`config.mk`:
```
export PLATFORM = sky130hd
export DESIGN_NAME = wash_panel_flat
export DESIGN_NICKNAME = d
export VERILOG_FILES = /design/src/rtl/wash_panel_if.sv /design/src/rtl/wash_panel.sv /design/src/flat_wrapper.sv
export SDC_FILE = /design/constraint.sdc
export NUM_CORES = 1
export LEC_CHECK = 0
export ABC_AREA = 1
export CAP_MARGIN = 20
export CELL_PAD_IN_SITES_DETAIL_PLACEMENT = 1
export CELL_PAD_IN_SITES_GLOBAL_PLACEMENT = 1
export CORE_ASPECT_RATIO = 0.75
export CORE_MARGIN = 2
export CORE_UTILIZATION = 40
export DETAILED_ROUTE_END_ITERATION = 10
export MAX_ROUTING_LAYER = met4
export PLACE_DENSITY_LB_ADDON = 0.1
export SYNTH_ARGS = -nofsm -noshare
export SYNTH_HDL_FRONTEND = slang
export SYNTH_SLANG_ARGS = --single-unit
```
`constraint.sdc`:
```
create_clock -name clk -period 1.9 [get_ports clk]
set_input_delay 0.19 -clock clk [delete_from_list [all_inputs] [get_ports clk]]
set_output_delay 0.19 -clock clk [all_outputs]
set_load 0.02 [all_outputs]
```
`src/rtl/wash_panel_if.sv`:
```
// Front-panel bundle between the panel controller and its buttons/wash stage.
// master is the panel side; slave is the button/wash-stage side.
interface wash_panel_if;
    logic       btn_start;
    logic       btn_prog;
    logic       btn_stop;
    logic       door_closed;
    logic       done;
    logic       on;
    logic       load;
    logic [3:0] preset_tens;
    logic [3:0] preset_ones;
    logic [1:0] prog;
    logic [1:0] state;
    logic       beep;

    modport master (
        input  btn_start, btn_prog, btn_stop, door_closed, done,
        output on, load, preset_tens, preset_ones, prog, state, beep
    );

    modport slave (
        output btn_start, btn_prog, btn_stop, door_closed, done,
        input  on, load, preset_tens, preset_ones, prog, state, beep
    );
endinterface

```
`src/rtl/wash_panel.sv`:
```
// Wash front panel: button sync/debounce, program select and
// the idle/run/pause/done controller feeding the countdown stage.
module wash_panel #(
    parameter int          DEB_CYCLES  = 2_000_000,
    parameter int          BEEP_CYCLES = 50_000_000,
    parameter logic [7:0]  QUICK_S     = 8'h30,
    parameter logic [7:0]  STD_S       = 8'h60,
    parameter logic [7:0]  HEAVY_S     = 8'h99
) (
    input  logic          clk,
    input  logic          rst,
    wash_panel_if.master  bus
);

    typedef enum logic [1:0] {
        IDLE  = 2'b00,
        RUN   = 2'b01,
        PAUSE = 2'b10,
        DONE  = 2'b11
    } state_t;

    localparam int CW = $clog2(DEB_CYCLES + 1);
    localparam int BW = $clog2(BEEP_CYCLES + 1);
    localparam logic [CW-1:0] DMAX = CW'(DEB_CYCLES - 1);
    localparam logic [BW-1:0] BMAX = BW'(BEEP_CYCLES - 1);

    logic [2:0]    raw;
    logic [2:0]    s1;
    logic [2:0]    s2;
    logic [2:0]    deb;
    logic [2:0]    deb_d;
    logic [2:0]    blk;
    logic [2:0]    press;
    logic [CW-1:0] cnt [3];
    logic [1:0]    rcnt;
    logic          settled;

    logic          start_p;
    logic          prog_p;
    logic          stop_p;
    logic          door;
    logic [1:0]    prog_nxt;

    state_t        st;
    logic [1:0]    prog_r;
    logic [7:0]    preset;
    logic          on_r;
    logic          load_r;
    logic          beep_r;
    logic [BW-1:0] bcnt;

    assign raw     = {bus.btn_stop, bus.btn_prog, bus.btn_start};
    assign settled = (rcnt == 2'd3);

    // blk masks a button held through reset until it is seen released
    always_ff @(posedge clk) begin
        if (!rst) begin
            s1    <= '0;
            s2    <= '0;
            deb   <= '0;
            deb_d <= '0;
            blk   <= '1;
            rcnt  <= '0;
            for (int i = 0; i < 3; i++) begin
                cnt[i] <= '0;
            end
        end else begin
            s1    <= raw;
            s2    <= s1;
            deb_d <= deb;
            if (!settled) begin
                rcnt <= rcnt + 2'd1;
            end
            for (int i = 0; i < 3; i++) begin
                if (s2[i] != deb[i]) begin
                    if (cnt[i] == DMAX) begin
                        deb[i] <= s2[i];
                        cnt[i] <= '0;
                    end else begin
                        cnt[i] <= cnt[i] + 1'b1;
                    end
                end else begin
                    cnt[i] <= '0;
                end
                if (settled && !s2[i] && !deb[i]) begin
                    blk[i] <= 1'b0;
                end
            end
        end
    end

    assign press   = deb & ~deb_d & ~blk;
    assign start_p = press[0];
    assign prog_p  = press[1];
    assign stop_p  = press[2];
    assign door    = bus.door_closed;

    assign prog_nxt = (prog_r == 2'd2) ? 2'd0 : prog_r + 2'd1;

    function automatic logic [7:0] preset_of(input logic [1:0] p);
        logic [7:0] v;
        v = QUICK_S;
        unique case (1'b1)
            (p == 2'd1): v = STD_S;
            (p == 2'd2): v = HEAVY_S;
            default:     v = QUICK_S;
        endcase
        return v;
    endfunction

    always_ff @(posedge clk) begin
        if (!rst) begin
            st     <= IDLE;
            prog_r <= 2'd0;
            preset <= QUICK_S;
            on_r   <= 1'b0;
            load_r <= 1'b0;
            beep_r <= 1'b0;
            bcnt   <= '0;
        end else begin
            load_r <= 1'b0;
            unique case (st)
                IDLE: begin
                    if (!stop_p && start_p) begin
                        if (door) begin
                            st     <= RUN;
                            on_r   <= 1'b1;
                            load_r <= 1'b1;
                        end
                    end else if (!stop_p && prog_p) begin
                        prog_r <= prog_nxt;
                        preset <= preset_of(prog_nxt);
                    end
                end
                RUN: begin
                    if (stop_p) begin
                        st   <= IDLE;
                        on_r <= 1'b0;
                    end else if (bus.done) begin
                        st     <= DONE;
                        on_r   <= 1'b0;
                        beep_r <= 1'b1;
                        bcnt   <= '0;
                    end else if (!door || start_p) begin
                        st   <= PAUSE;
                        on_r <= 1'b0;
                    end
                end
                PAUSE: begin
                    if (stop_p) begin
                        st <= IDLE;
                    end else if (start_p && door) begin
                        st   <= RUN;
                        on_r <= 1'b1;
                    end
                end
                DONE: begin
                    if (stop_p || start_p) begin
                        st     <= IDLE;
                        beep_r <= 1'b0;
                    end else if (beep_r) begin
                        if (bcnt == BMAX) begin
                            beep_r <= 1'b0;
                        end else begin
                            bcnt <= bcnt + 1'b1;
                        end
                    end
                end
            endcase
        end
    end

    assign bus.on          = on_r;
    assign bus.load        = load_r;
    assign bus.preset_tens = preset[7:4];
    assign bus.preset_ones = preset[3:0];
    assign bus.prog        = prog_r;
    assign bus.state       = st;
    assign bus.beep        = beep_r;

endmodule

```
`src/flat_wrapper.sv`:
```
// flat-port wrapper written by rule: the top's interface ports become plain ports
module wash_panel_flat 
#(
    parameter int          DEB_CYCLES  = 2_000_000,
    parameter int          BEEP_CYCLES = 50_000_000,
    parameter logic [7:0]  QUICK_S     = 8'h30,
    parameter logic [7:0]  STD_S       = 8'h60,
    parameter logic [7:0]  HEAVY_S     = 8'h99
)
  (clk, rst, bus_btn_start, bus_btn_prog, bus_btn_stop, bus_door_closed, bus_done, bus_on, bus_load, bus_preset_tens, bus_preset_ones, bus_prog, bus_state, bus_beep);
  wash_panel_if bus_i ();
  input  logic clk;
  input  logic rst;
  input wire logic [$bits(bus_i.btn_start)-1:0] bus_btn_start;
  input wire logic [$bits(bus_i.btn_prog)-1:0] bus_btn_prog;
  input wire logic [$bits(bus_i.btn_stop)-1:0] bus_btn_stop;
  input wire logic [$bits(bus_i.door_closed)-1:0] bus_door_closed;
  input wire logic [$bits(bus_i.done)-1:0] bus_done;
  output wire logic [$bits(bus_i.on)-1:0] bus_on;
  output wire logic [$bits(bus_i.load)-1:0] bus_load;
  output wire logic [$bits(bus_i.preset_tens)-1:0] bus_preset_tens;
  output wire logic [$bits(bus_i.preset_ones)-1:0] bus_preset_ones;
  output wire logic [$bits(bus_i.prog)-1:0] bus_prog;
  output wire logic [$bits(bus_i.state)-1:0] bus_state;
  output wire logic [$bits(bus_i.beep)-1:0] bus_beep;
  assign bus_i.btn_start = bus_btn_start;
  assign bus_i.btn_prog = bus_btn_prog;
  assign bus_i.btn_stop = bus_btn_stop;
  assign bus_i.door_closed = bus_door_closed;
  assign bus_i.done = bus_done;
  assign bus_on = bus_i.on;
  assign bus_load = bus_i.load;
  assign bus_preset_tens = bus_i.preset_tens;
  assign bus_preset_ones = bus_i.preset_ones;
  assign bus_prog = bus_i.prog;
  assign bus_state = bus_i.state;
  assign bus_beep = bus_i.beep;
  wash_panel #(.DEB_CYCLES(DEB_CYCLES), .BEEP_CYCLES(BEEP_CYCLES), .QUICK_S(QUICK_S), .STD_S(STD_S), .HEAVY_S(HEAVY_S)) u_core (.clk(clk), .rst(rst), .bus(bus_i));
endmodule
```
==> results.md <==
- Summing all placed instances gives a cell area of between 0.007 and 0.008 mm².
- The ratio of cells with drive above 1 in the final layout is 10.7%.
- After detailed routing, the number of vias per cell comes to ~5.
- Summed over all layers, the global routing overflow is 0.
- The Yosys warning count is 0.
- In this run, post-CTS hold repair placed 0 buffers.
- The worst reg2reg path depth is 5.
- Routability-driven placement finished with a final weighted congestion of 0.854.
- The slack of the worst reg-to-reg path is ~4.3 ps.
- The total of buffers placed on input and output ports is 19.
- In the final design database the tool counted 1105 nets.
- Each instance of the synthesized netlist takes up on average roughly 7.1 µm².
- For this design the static power due to leakage is between 3 and 4 nW.
- Synthesis inferred 115 register bits.
- The peak supply drop is between 500 and 600 µV.
- The total setup violations reported at the end of the flow is 0.
- Measured on the finished design, the core utilization comes to about half.
- The top achievable clock speed is between 500 and 600 MHz.
- The synthesized-area fraction occupied by and/or/nand/nor cells is about two fifths.
- The synthesis-to-finish area growth is 24.0%.
- The root buffer cell chosen for the clock tree is sky130_fd_sc_hd__clkbuf_16.
- The maximum number of pins on one net before global-route repair is 36.
- The clock reaches the later pin of the worst-skew pair after between 400 and 500 ps.
- The multi-input combinational cells in the finished layout cover a total of ~0.0036 mm².
- The share of synthesized area occupied by flip-flops and latches is between 40 and 50%.
- In this run the number of H-tree levels came out at 4.
- The number of different library cells in the post-synthesis netlist is 39.
- The flow ran to the end, and the final reports show no timing, DRC or antenna violations.
- The commonest cells after synthesis are sky130_fd_sc_hd__nand2_1 (249), sky130_fd_sc_hd__nor2_1 (169), sky130_fd_sc_hd__inv_1 (111).
- Once the floorplan was initialized, standard cells occupied between 40 and 50% of the core.
- The critical path capture point is u_core.cnt[1][5]$_SDFFCE_PP0P_.
- Across every metal layer, demand over resource in global routing totals a little under a quarter.
- The number of enable flip-flop cells after synthesis is 63.
- The cell type with the highest aggregate area in the netlist is sky130_fd_sc_hd__edfxtp_1.
- The number of antenna-violating nets in the routed design is 0.
- Measured against its own limit, the worst slew margin works out to between 50% and 60%.
- The power per cell area is 739 mW/mm².
- Among all cell types in the netlist, the one instantiated most often is sky130_fd_sc_hd__nand2_1.
- The most critical setup path has its startpoint at u_core.cnt[1][16]$_SDFFCE_PP0P_.
- The most frequently used flop master after synthesis is sky130_fd_sc_hd__edfxtp_1.
- The cell count after placement is 1288.
- The required time at the worst-slack endpoint is 2060 ps.
- The number of ports placed on the die boundary is 22.
- The final clock period utilization by the worst path is roughly 100%.
- In the final routed layout, each cell accounts on average for approximately 15 µm.
- The mapped netlist covers between 0.006 and 0.007 mm².
- The horizontal extent of the die is approximately 150 µm.
- The total power consumption of the routed design is around 6.2 mW.
- The worst setup path is captured at a register.
- The top cell type's share of synthesized area is between 20% and 30%.
- The min-delay analysis places its worst path in the category in -> reg.
- The first-pass GRT wire length is 32.7 mm.
- The minimum hold slack is ~310 ps.
- 0 antenna diodes ended up in the layout.
- The final setup skew is ~15 ps.
- The overall die height is approximately 120 µm.
- The hold-critical path depth is 3.
- The shortest clock period the worst path allows after layout is ~1900 ps.
- The buffer count from post-CTS setup fixing is 0.
- The portion of synthesized area spent on multiplexers is 0%.
- The final wirelength is between 15 and 20 mm.
- The start-to-end type of the worst setup path is reg -> reg.
- No sink is reached through more buffers than the 2 on the longest clock path.
- The sequential cells in the finished layout cover a total of slightly below 0.003 mm².
- TritonCTS built the clock tree.
- The proportion of register bits with asynchronous set or reset after synthesis is 0%.
- Across the run, the number of max-cap violations was 0.
- The final-report max-slew violation count is 0.
- By area, the combinational part of the netlist is dominated by simple AND/OR/NAND/NOR gates.
- Summing the areas of all xor and xnor instances in the mapped netlist gives ~2.6% of the synthesized area.
- The via count of the first global-routing pass came to between 6000 and 7000.
- The total vias in the final route is around 6600.
- The startpoint of the lowest-slack register-to-register path is u_core.cnt[1][16]$_SDFFCE_PP0P_.
- The adder and majority gate portion of the synthesized area is less than 1%.
- The first detailed-routing pass ran for 5 iterations.
- Counting the buffers created by CTS gives 17.
- For this design, the sink count on the clock tree is between 100 and 150.
- At the pin with the least slew margin, the transition time is 612 ps.
- The synthesized netlist devotes ~6% of its cell area to compound gates.
- The final standard cell count with taps included and fillers excluded is 1321.
- The number of gates resized after CTS was 0.
- The region available for standard cell placement spans 0.0168 mm².
- The number of DRC markers after the initial detailed-route iteration is 386.
- In this run the core area contains between 40 and 50 standard-cell rows.
- STA classifies the critical path startpoint as a register.
- In the routed design, unresolved DRC markers number 0.
- The final hold violation count came to 0.
- Data on the critical path arrives at its endpoint at just over 2000 ps.
- Clock-pin slew was measured on the worst setup and hold paths at ~60 ps.
- The end of the worst register-to-register path is u_core.cnt[1][5]$_SDFFCE_PP0P_.
- The HPWL reported at the end of detailed placement is between 10 and 15 mm.
- The fill cell instance count of the final layout is 2155.
- The die covers 0.0181 mm².
- Sorting the synthesized cells by area gives the leading types as sky130_fd_sc_hd__edfxtp_1 (28%), sky130_fd_sc_hd__dfxtp_1 (15%), sky130_fd_sc_hd__nand2_1 (14%).
- Summing all non-filler instances in the final layout gives an area of 0.00845 mm².
- The number of antenna violations at the first check in global routing came to 0.
- In this run the worst path has a maximum fanout of 8.
- Synthesis produced a netlist whose cell count is 960.
[power breakdown]
group / total (mW) / switching (mW) / internal, mW
combinational: 0.281 / 0.184 / 0.0969
sequential: 2.78 / 0.0754 / 2.70
clock: 3.19 / 1.13 / 2.05
[flip-flops by register name, summed over array words and instances (netlist names), 2 cells and up]
signal and flops:
u_core.cnt 63, u_core.bcnt 26, u_core.blk 3, u_core.deb 3, u_core.deb_d 3, u_core.preset 3
u_core.s1 3, u_core.s2 3, u_core.bus.state 2, u_core.rcnt 2
[metrics by stage]
stage | setup TNS (ps) | setup WS [ps]
2_1_floorplan | 0 | 115
3_3_place_gp | 0 | 138
3_5_place_dp | 0 | 77.3
4_1_cts | 0 | 8.68
5_1_grt | -748 | -45.7
6_report | 0 | 4.32
[layout by cell type, fill, tap and decap left out, types with 3 or more instances in the layout]
cell type / count
sky130_fd_sc_hd__xor2_1: 16
sky130_fd_sc_hd__clkbuf_1: 6
sky130_fd_sc_hd__nand3_2: 3
sky130_fd_sc_hd__nor2_2: 8
sky130_fd_sc_hd__o21bai_1: 4
sky130_fd_sc_hd__nand2_2: 4
sky130_fd_sc_hd__nor3b_1: 8
sky130_fd_sc_hd__nor3_1: 34
sky130_fd_sc_hd__nor2_1: 164
sky130_fd_sc_hd__nand3b_1: 8
sky130_fd_sc_hd__ha_1: 4
sky130_fd_sc_hd__clkbuf_16: 19
sky130_fd_sc_hd__nand3_1: 68
sky130_fd_sc_hd__clkinv_2: 3
sky130_fd_sc_hd__conb_1: 65
sky130_fd_sc_hd__clkbuf_8: 3
sky130_fd_sc_hd__a21oi_1: 46
sky130_fd_sc_hd__dfxtp_1: 51
sky130_fd_sc_hd__inv_1: 110
sky130_fd_sc_hd__buf_4: 52
sky130_fd_sc_hd__o21ai_0: 18
sky130_fd_sc_hd__edfxtp_1: 63
sky130_fd_sc_hd__nand2_1: 249
sky130_fd_sc_hd__xnor2_1: 4
sky130_fd_sc_hd__nand4_1: 36
sky130_fd_sc_hd__or2_2: 8
sky130_fd_sc_hd__nor4_1: 4
sky130_fd_sc_hd__nor3_2: 4
sky130_fd_sc_hd__clkdlybuf4s50_1: 19
[cells by family after synthesis]
group                      after synthesis
xor gates and xnor gates                20
buffers and inverters                  136
adders and majority gates                5
DFF                                    115
and+or+nand+nor                        606
AOI/OAI and AO/OA                       76
other                                    2
[critical path: stages (launching register included)]
cell and delay [ps]:
sky130_fd_sc_hd__edfxtp_1 410, sky130_fd_sc_hd__nor4_1 590, sky130_fd_sc_hd__nand3_1 210, sky130_fd_sc_hd__nand3_1 190
sky130_fd_sc_hd__buf_4 190, sky130_fd_sc_hd__a21oi_1 60
[worst min-delay path by stage]
stage                                        from                       to
final                               bus_btn_start  u_core.s1[0]$_SDFF_PN0_
after global routing                bus_btn_start  u_core.s1[0]$_SDFF_PN0_
after CTS                           bus_btn_start  u_core.s1[0]$_SDFF_PN0_
after detailed placement  u_core.s1[1]$_SDFF_PN0_  u_core.s2[1]$_SDFF_PN0_
after global placement    u_core.s1[0]$_SDFF_PN0_  u_core.s2[0]$_SDFF_PN0_
after floorplan                     bus_btn_start  u_core.s1[0]$_SDFF_PN0_
[final cells by class]
cell class	instances	area share, %
clock inverter	4	0.533
clock buffer	28	6.38
sequential	115	34.7
multi-input combinational	773	42.9
inverter	113	5.02
timing repair buffer	73	7.24
tap	215	3.18
[layer usage]
layer	up-vias	routed length (µm)	track usage (%)
met1	3163	10700	33.5
li1	3349	-	-
met4	0	281	6.42
met2	97	8340	34.5
met3	25	612	3.79
met5	-	0	-
(Power assumes the default switching activity.)
